**config.mk**
```make
export PLATFORM = sky130hd
export DESIGN_NAME = stim_sequencer
export DESIGN_NICKNAME = d
export VERILOG_FILES = /design/src/rtl/stim_sequencer.sv
export SDC_FILE = /design/constraint.sdc
export NUM_CORES = 1
export LEC_CHECK = 0
export BUFFER_PORTS_ARGS = -buffer_cell sky130_fd_sc_hd__buf_2
export CAP_MARGIN = 30
export CORE_AREA = 3 3 93 140
export DETAILED_ROUTE_END_ITERATION = 6
export DIE_AREA = 0 0 96 143
export PLACE_DENSITY = 0.73
export SETUP_SLACK_MARGIN = 0.2
export SKIP_CTS_REPAIR_TIMING = 1
export SYNTH_ARGS = -nofsm -noshare
export SYNTH_HDL_FRONTEND = slang
export SYNTH_SLANG_ARGS = --single-unit
```
**constraint.sdc**
```tcl
create_clock -name clk -period 3.8 [get_ports clk]
set_input_delay 0.76 -clock clk [delete_from_list [all_inputs] [get_ports clk]]
set_output_delay 0.76 -clock clk [all_outputs]
set_load 0.1 [all_outputs]
```
**src/rtl/stim_sequencer.sv**
```systemverilog
// Burst/envelope controller: it sequences the ON/OFF windows and issues a pulse trigger and a DAC code on each period tick.
// Optional feature: define STIM_RAMP_DOWN_EN to add a RAMP_DOWN phase at the end of each ON window.
module stim_sequencer #(
    parameter int AMP_W = 6,
    parameter int PER_W = 12
) (
    input  logic             clk,
    input  logic             resetn,
    input  logic             enable,
    input  logic [AMP_W-1:0] amplitude,
    input  logic [PER_W-1:0] freq,
    input  logic [5:0]       ramp,
    input  logic [9:0]       ramp_factor,
    input  logic [7:0]       on_time,
    input  logic [9:0]       off_time,
    input  logic             pulse_busy,
    output logic             pulse_trigger,
    output logic [AMP_W-1:0] dac_amp,
    output logic             burst_on,
    output logic             overrun
);
    localparam int ACC_W = AMP_W + 4;

    localparam logic [2:0] S_IDLE      = 3'd0;
    localparam logic [2:0] S_RAMP_UP   = 3'd1;
    localparam logic [2:0] S_PLATEAU   = 3'd2;
    localparam logic [2:0] S_OFF       = 3'd4;
`ifdef STIM_RAMP_DOWN_EN
    localparam logic [2:0] S_RAMP_DOWN = 3'd3;
`endif

    logic [2:0]       state, state_n;
    logic [PER_W-1:0] pcnt_t, pcnt_n;
    logic [7:0]       pidx, pidx_n, pidx_inc, on_eff;
    logic [9:0]       ocnt, ocnt_n;
    logic [ACC_W-1:0] acc, acc_n, acc_t, acc_cap, acc_up_sat;
    logic [ACC_W:0]   acc_up;
    logic             tick, fire, win_start, win_end, burst_n;

    // Window configuration, frozen for the duration of a window
    logic [AMP_W-1:0] amp_s;
    logic [PER_W-1:0] freq_s;
    logic [5:0]       ramp_s;
    logic [9:0]       rf_s;
    logic [7:0]       on_s;
    logic [9:0]       off_s;

    assign tick     = (pcnt_t == freq_s - PER_W'(1));
    assign pidx_inc = pidx + 8'd1;
    assign on_eff   = (on_s == 8'd0) ? 8'd1 : on_s;
    assign acc_cap  = {amp_s, 4'b0000};

    // All accumulator arithmetic carries one extra bit so overflow/underflow is visible
    assign acc_up     = {1'b0, acc} + (ACC_W+1)'(rf_s);
    assign acc_up_sat = (acc_up > {1'b0, acc_cap}) ? acc_cap : acc_up[ACC_W-1:0];

`ifdef STIM_RAMP_DOWN_EN
    logic [ACC_W:0]   acc_dn;
    logic [ACC_W-1:0] acc_dn_sat;
    logic             near_end;
    assign acc_dn     = {1'b0, acc} - (ACC_W+1)'(rf_s);
    assign acc_dn_sat = acc_dn[ACC_W] ? '0 : acc_dn[ACC_W-1:0];
    assign near_end   = ({1'b0, on_eff} - {1'b0, pidx_inc}) <= {3'b000, ramp_s};
`endif

    // NOTE: every signal assigned in this block gets a default first, so no latch can be inferred.
    always_comb begin
        state_n   = state;
        pcnt_n    = pcnt_t;
        pidx_n    = pidx;
        ocnt_n    = ocnt;
        acc_t     = acc;
        acc_n     = acc;
        fire      = 1'b0;
        win_start = 1'b0;
        win_end   = 1'b0;

        if (state != S_IDLE) pcnt_n = tick ? '0 : pcnt_t + PER_W'(1);

        case (state)
            S_IDLE: begin
                if (freq >= PER_W'(2)) begin
                    state_n   = S_RAMP_UP;
                    acc_n     = '0;
                    win_start = 1'b1;
                end
            end
            S_OFF: begin
                if (tick) begin
                    ocnt_n = ocnt + 10'd1;
                    if (ocnt_n >= off_s) win_end = 1'b1;
                end
            end
`ifdef STIM_RAMP_DOWN_EN
            S_RAMP_UP, S_PLATEAU, S_RAMP_DOWN: begin
`else
            S_RAMP_UP, S_PLATEAU: begin
`endif
                if (tick) begin
                    fire   = 1'b1;
                    pidx_n = pidx_inc;
                    if (state == S_RAMP_UP) begin
                        acc_t = acc_up_sat;
                        if ({2'b00, ramp_s} <= pidx_inc) begin
                            acc_t   = acc_cap;
                            state_n = S_PLATEAU;
`ifdef STIM_RAMP_DOWN_EN
                            if (near_end) state_n = S_RAMP_DOWN;
`endif
                        end
                    end
`ifdef STIM_RAMP_DOWN_EN
                    else if (state == S_PLATEAU) begin
                        if (near_end) state_n = S_RAMP_DOWN;
                    end else begin
                        acc_t = acc_dn_sat;
                    end
`endif
                    acc_n = acc_t;
                    if (pidx_inc >= on_eff) begin
                        if (freq >= PER_W'(2) && off_s != 10'd0) begin
                            state_n = S_OFF;
                            ocnt_n  = '0;
                            acc_n   = '0;
                        end else begin
                            win_end = 1'b1;
                        end
                    end
                end
            end
            default: state_n = S_IDLE;
        endcase

        // Window boundary: restart the envelope, or park if the period became unusable
        if (win_end) begin
            acc_n  = '0;
            pidx_n = '0;
            pcnt_n = '0;
            if (freq < PER_W'(2)) begin
                state_n = S_IDLE;
            end else begin
                state_n   = S_RAMP_UP;
                win_start = 1'b1;
            end
        end

        if (!enable) begin
            state_n   = S_IDLE;
            pcnt_n    = '0;
            pidx_n    = '0;
            ocnt_n    = '0;
            acc_n     = '0;
            fire      = 1'b0;
            win_start = 1'b0;
        end

`ifdef STIM_RAMP_DOWN_EN
        burst_n = (state_n == S_RAMP_UP) || (state_n == S_PLATEAU) || (state_n == S_RAMP_DOWN);
`else
        burst_n = (state_n == S_RAMP_UP) || (state_n == S_PLATEAU);
`endif
    end

    // NOTE: shadow registers are reset too, although they are reloaded before use, so no X can reach tick or acc.
    always_ff @(posedge clk or negedge resetn) begin
        if (!resetn) begin
            state         <= S_IDLE;
            pcnt_t        <= '0;
            pidx          <= '0;
            ocnt          <= '0;
            acc           <= '0;
            amp_s         <= '0;
            freq_s        <= '0;
            ramp_s        <= '0;
            rf_s          <= '0;
            on_s          <= '0;
            off_s         <= '0;
            pulse_trigger <= 1'b0;
            dac_amp       <= '0;
            burst_on      <= 1'b0;
            overrun       <= 1'b0;
        end else begin
            state    <= state_n;
            pcnt_t   <= pcnt_n;
            pidx     <= pidx_n;
            ocnt     <= ocnt_n;
            acc      <= acc_n;
            burst_on <= burst_n;
            if (win_start) begin
                amp_s  <= amplitude;
                freq_s <= freq;
                ramp_s <= ramp;
                rf_s   <= ramp_factor;
                on_s   <= on_time;
                off_s  <= off_time;
            end
            pulse_trigger <= fire & ~pulse_busy;
            if (fire && !pulse_busy)
                dac_amp <= acc_t[ACC_W-1:4];
            else if (state_n == S_IDLE || state_n == S_OFF)
                dac_amp <= '0;
            if (state_n == S_IDLE)
                overrun <= 1'b0;
            else if (fire && pulse_busy)
                overrun <= 1'b1;
        end
    end
endmodule

```
== Word-level counts from Yosys, hierarchy flattened ==
Cells that the tools add are included.

* Add/subtract/negate cells: 5
* Magnitude comparators: 6
* Bitwise gates (word level): 2
* Divide/modulo/power cells: 0
* Shift operators: 0
* Equal/unequal tests: 18
* Multiplexer cells: 55
* Multipliers: 0
* Reductions and logical operators: 17

{| class="wikitable"
|+ Operators with widths
! kind !! count
|-
| $mux W10 || 16
|-
| $mux W12 || 4
|-
| $mux W8 || 5
|-
| $pmux W10 S2 || 2
|-
| $mux W3 || 8
|-
| $mux W1 || 16
|-
| $add A12 B1 Y12 const B || 1
|-
| $eq A12 B12 Y1 || 1
|-
| $ge A12 B2 Y1 const B || 1
|-
| $lt A12 B2 Y1 const B || 1
|-
| $mux W6 || 2
|-
| $ne A3 B1 Y1 const B || 4
|-
| $ne A3 B3 Y1 const B || 4
|-
| $sub A12 B1 Y12 const B || 1
|-
| $add A10 B10 Y11 || 1
|-
| $gt A11 B10 Y1 || 1
|-
| $add A10 B1 Y10 const B || 1
|-
| $ge A10 B10 Y1 || 1
|-
| $reduce_bool A10 Y1 || 1
|-
| $pmux W3 S3 || 1
|-
| $add A8 B1 Y8 const B || 1
|-
| $ge A8 B8 Y1 || 1
|-
| $le A6 B8 Y1 || 1
|-
| $logic_not A8 Y1 || 1
|-
| 18 further kinds || 27
|}

* Register bits: 104
* Memory bits (writable): 0
* Input bits: 56
* Logic and storage cells: 118
* ROM bits: 0
* Output and inout port bits: 9
* Memories: 0
* Latch bits: 0

== Logic depth before layout (Yosys ltp) ==
* Depth after elaboration: 14
* Gate-level depth with buffers: 18
* Gate-level depth less buffers: 18

== Worst setup path before layout ==
No wires, ideal clock.

* Kind: register to register
* From: register acc[0]
* To: register acc[6]
* Clock period less this slack: 3875 ps
* Setup slack: -75 ps
* Cell stages (with the launch flop): 19
* Buffers on the path: 0
* Setup time: 126 ps
* Data arrival time: 3749 ps
* Data required time: 3674 ps
* Cells stage by stage: dfrtp_1 ha_1 inv_1 fa_1 nor2_1 o21ai_0 a21oi_1 o41a_1 xnor2_1 inv_1 ha_1 nand4_1 or3_1 o22ai_1 nand3b_1 a31oi_1 mux2_2 mux2i_1 o21ai_0

* Word-level cells in the longest chain between the ends: 11

{| class="wikitable"
|+ Ends and longest elaborated chain
! item !! RTL line !! text
|-
| start: declaration || 36 || <nowiki>logic [ACC_W-1:0] acc, acc_n, acc_t, acc_cap, acc_up_sat;</nowiki>
|-
| start signal: assignment || 187 || <nowiki>acc <= acc_n;</nowiki>
|-
| $add A10 B10 Y11 (*) || 54 || <nowiki>assign acc_up = {1'b0, acc} + (ACC_W+1)'(rf_s);</nowiki>
|-
| $gt A11 B10 Y1 || 55 || <nowiki>assign acc_up_sat = (acc_up > {1'b0, acc_cap}) ? acc_cap : acc_up[ACC_W-1:0];</nowiki>
|-
| $mux W10 (*) || 55 ||
|-
| $mux W10 (*) || 104 || <nowiki>if ({2'b00, ramp_s} <= pidx_inc) begin</nowiki>
|-
| $mux W10 (*) || 102 || <nowiki>if (state == S_RAMP_UP) begin</nowiki>
|-
| $mux W10 || 121 || <nowiki>if (freq >= PER_W'(2) && off_s != 10'd0) begin</nowiki>
|-
| $mux W10 (*) || 120 || <nowiki>if (pidx_inc >= on_eff) begin</nowiki>
|-
| $mux W10 (*) || 99 || <nowiki>if (tick) begin</nowiki>
|-
| $pmux W10 S2 (*) || 80 || <nowiki>case (state)</nowiki>
|-
| $mux W10 (*) || 135 || <nowiki>if (win_end) begin</nowiki>
|-
| $mux W10 (*) || 147 || <nowiki>if (!enable) begin</nowiki>
|}

Mark *: on every way between the ends. The rest lies on a longest branch, timed or not. The select of a mux whose other input is x is not followed.
A chain may end at the register's enable or synchronous reset.

== Final worst setup path ==
* From: register acc[0]
* To: register dac_amp[2]

* Word-level cells in the longest chain between the ends: 8

{| class="wikitable"
|+ Ends and longest elaborated chain
! item !! RTL line !! text
|-
| $add A10 B10 Y11 (*) || 54 ||
|-
| $gt A11 B10 Y1 || 55 ||
|-
| $mux W10 (*) || 55 ||
|-
| $mux W10 (*) || 104 ||
|-
| $mux W10 (*) || 102 ||
|-
| $mux W10 (*) || 99 ||
|-
| $mux W10 (*) || 80 ||
|-
| $mux W6 (*) || 198 || <nowiki>if (fire && !pulse_busy)</nowiki>
|-
| end signal: assignment || 199 || <nowiki>dac_amp <= acc_t[ACC_W-1:4];</nowiki>
|-
| end: declaration || 18 || <nowiki>output logic [AMP_W-1:0] dac_amp,</nowiki>
|}

Mark *: on every way between the ends. The rest lies on a longest branch, timed or not.

==> flow_summary.toml <==
[status]
run_status = "finished, violations left"
violations = "setup timing"

[power_and_ir_drop]
vdd_ir_drop_max_mv = 0.245
total_power_uw = 2890
cellPowerDensity_nw_per_um2 = 383
static-leakage-power_uw = 0.00347

[synthesis]
syn_nets = 775
synth-edff-count = 0
ys_ff_latch = 104
synthesis.area_per_instance_um2 = 9.42
synth_cell_types = 70
synth-main-ff-cell = "sky130_fd_sc_hd__dfrtp_1"
yosys.area.top_type_share_pct = 40.8
netlist_top_cells_area = "sky130_fd_sc_hd__dfrtp_1, sky130_fd_sc_hd__ha_1, sky130_fd_sc_hd__o21ai_0, sky130_fd_sc_hd__nand2_1, sky130_fd_sc_hd__xnor2_1"
combined_area_of_all_synthesized_cells_um2 = 6370
post-synth-top-area-cell = "sky130_fd_sc_hd__dfrtp_1"
ys.warnings.count = 0
yosysSeqAreaShare_pct = 40.8
post_synth_inst_count = 676
async_flop_share_pct = 100

[finish]
relative_area_change_from_synthesis_to_final_layout_pct = 18.2
num_antenna_cells = 0
final_layout_size_suffix_gt1_share_pct = 23.2
layout.nets = 852
final_area_um2 = 7530
postLayoutCoreUtil_pct = 63.0

[sta]
totalNegativeSetupSlack_ps = -939
post_route_fraction_of_the_period_consumed_by_the_critical_path_pct = 103
final_hold_violating_endpoints = 0
timing.final.max_slew_violations = 0
timing.fmax_mhz = 255
max_slew_margin_pct = 36.2
worst_pin_slew_ps = 946
grt_setup_unrepaired = "true"
timing.final.crit_period_ps = 3920
finalWorstSetupSlack_ps = -117
worst_setup_skew_after_layout_ps = 9.21
setup_violations = 12
fin_worst_hold_slack_ps = 450

[critical_path]
crit_arrival_ps = 4140
reg2reg_depth = 18
start_kind = "flip-flop"
worst-r2r-setup-slack_ps = -120
worst_path_most_repeated_cell = "sky130_fd_sc_hd__inv_2"
reg2reg_from = "acc[0]$_DFFE_PN0P_"
critical_path.cell_chain = "ha_2 -> inv_2 -> fa_2 -> nor2_1 -> o21ai_1 -> a21oi_2 -> o41a_1 -> xnor2_2 -> inv_2 -> ha_4 -> nand4_1 -> or3_1 -> o22ai_1 -> nand3b_1 -> a31oi_4 -> mux2_4 -> mux2i_1 -> o2bb2ai_1"
timing.setup.critical_path_class = "flip-flop to flip-flop"
critical_path.slowest_cell = "sky130_fd_sc_hd__o41a_1"
critical-path-max-stage-delay_ps = 450
worstPathMaxFanout = 5
r2r-end = "dac_amp[2]$_DFFE_PN0P_"
worst_ep_required_time_ps = 4020
critPathCaptureType = "flip-flop"

[floorplan]
floorplan.io_pins = 65
chipHeight_um = 143
die_width_um = 96
core.rowCount = 49
coreArea_um2 = 12000
floorplan.die_area_um2 = 13700
initial_core_util_pct = 53.3

[route]
vias = 5332
vias_per_cell = 5.85
length_of_the_first_detailed_routing_pass_in_iterations = 5
remaining_drc_errors = 0
wirelength_mm = 15.7
ant_nets = 0
drtIter0Drc = 309
route.detailed.wl_per_inst_um = 17.2

[run]
maxCapViolCount = 0

[grt]
grt_pass1_vias = 5319
groute.usage.overall_pct = 23.2
grt_overflow = 0
grt_pass1_wl_mm = 25.2
largest_net_degree_at_the_start_of_global_routing = 54
antenna_found_initial = 0

[clock_network]
cts.root.buffer_cell = "sky130_fd_sc_hd__clkbuf_16"
worst_skew_pair.late_latency_ps = 350
clock-sinks = 104
tritoncts = "done"
cts_made_buffers = 9
cts-htree-levels = 3
cts.path.max_buffers = 2
clock_pin_slew_worst_setup_and_hold_paths_ps = 70

[placed_design]
hpwlAfterDp_mm = 11.3
place_congestion = 0.939
io_buffers = 64
placed_cell_area_um2 = 6930

[hold_path]
min_path_type = "input pin to asynchronous set/reset pin"
## worst max-delay path: cells and delay by family, from the launching register on
| kind | cells | cell delay (ps) |
|---|---|---|
| simple gates | 4 | 600 |
| mux | 2 | 500 |
| fa+ha+maj | 3 | 680 |
| buf+inv | 2 | 140 |
| flops | 1 | 390 |
| xor+xnor | 1 | 200 |
| compound gates | 6 | 1280 |
## through the flow
| step | cells | setup slack, ps |
|---|---|---|
| floorplan | 676 | 201 |
| global placement | 885 | 80.9 |
| detailed placement | 885 | -173 |
| CTS | 901 | -198 |
| global route | 911 | -272 |
| finish | 911 | -117 |
## worst max-delay path by stage
| stage | startpoint | end | slack (ps) | cells after the start |
|---|---|---|---|---|
| detailed placement | acc[0]$_DFFE_PN0P_ | dac_amp[5]$_DFFE_PN0P_ | -170 | 18 |
| global route | acc[0]$_DFFE_PN0P_ | acc[6]$_DFFE_PN0P_ | -270 | 18 |
| finish | acc[0]$_DFFE_PN0P_ | dac_amp[2]$_DFFE_PN0P_ | -120 | 18 |
| CTS | acc[0]$_DFFE_PN0P_ | dac_amp[5]$_DFFE_PN0P_ | -200 | 18 |
| floorplan | pidx[0]$_DFFE_PN0P_ | freq_s[10]$_DFFE_PN0P_ | 200 | 14 |
| global placement | acc[0]$_DFFE_PN0P_ | acc[6]$_DFFE_PN0P_ | 80 | 18 |
## power breakdown
group          internal, uW  total [uW]  leakage, uW  switching, uW
combinational           273         605      0.00198            332
sequential             1190        1270      0.00134           83.0
clock                   578        1010     0.000152            429
total                  2040        2890      0.00347            844
## synthesized netlist by cell type (all sizes together) (15+ instances only)
cell type  count
nor2          45
inv           44
mux2          27
a21oi         16
nand3         27
ha            42
xor2          15
dfrtp        104
xnor2         24
nand2         71
o21ai         76
clkbuf        15
## per-layer routing
metal  wire length, um  GRT usage [%]  vias to the layer above
li1                  -              -                     2565
met1              6330           28.5                     2595
met2              8300           40.8                      141
met3               578           3.32                       31
met4               441           8.02                        0
met5                 0              0                        -
## cell usage in the layout, fill, tap and decap left out, types with 12 or more instances in the layout
master	n
sky130_fd_sc_hd__ha_1	37
sky130_fd_sc_hd__nand3_1	26
sky130_fd_sc_hd__mux2_1	16
sky130_fd_sc_hd__xnor2_1	21
sky130_fd_sc_hd__nand2b_1	14
sky130_fd_sc_hd__o21ai_0	59
sky130_fd_sc_hd__nor2_1	37
sky130_fd_sc_hd__xor2_1	14
sky130_fd_sc_hd__o21ai_1	15
sky130_fd_sc_hd__nand2_1	70
sky130_fd_sc_hd__buf_4	23
sky130_fd_sc_hd__dfrtp_1	101
sky130_fd_sc_hd__inv_1	41
sky130_fd_sc_hd__buf_2	63
sky130_fd_sc_hd__a21oi_1	12
## cell families (layout without fill, tap and decap cells)
group	after synthesis	after routing	synth area share, %
AND/OR/NAND/NOR	222	222	17.7
AO/OA/AOI/OAI	166	166	17.1
flip-flops	104	104	40.8
buffers and inverters	70	152	4.87
adder cells (fa/ha/maj)	43	43	8.56
XOR/XNOR	39	39	5.36
multiplexers	32	32	5.56
## cell type report
type                       instances  area, um^2
fill                             996        4420
multi-input combinational        502        3650
sequential                       104        2610
timing repair buffer              91         589
clock buffer                       9         225
tap                              153         191
inverter                          45         174
clock inverter                     7        93.8
## registers in the layout, summed over array words and instances (netlist names), 3 cells and up
signal / flops
acc: 10
amp_s: 6
dac_amp: 6
freq_s: 12
ocnt: 10
off_s: 10
on_s: 8
pcnt_t: 12
pidx: 8
ramp_s: 6
rf_s: 10
state: 3
Note: power is estimated with default switching activity, not from simulation.
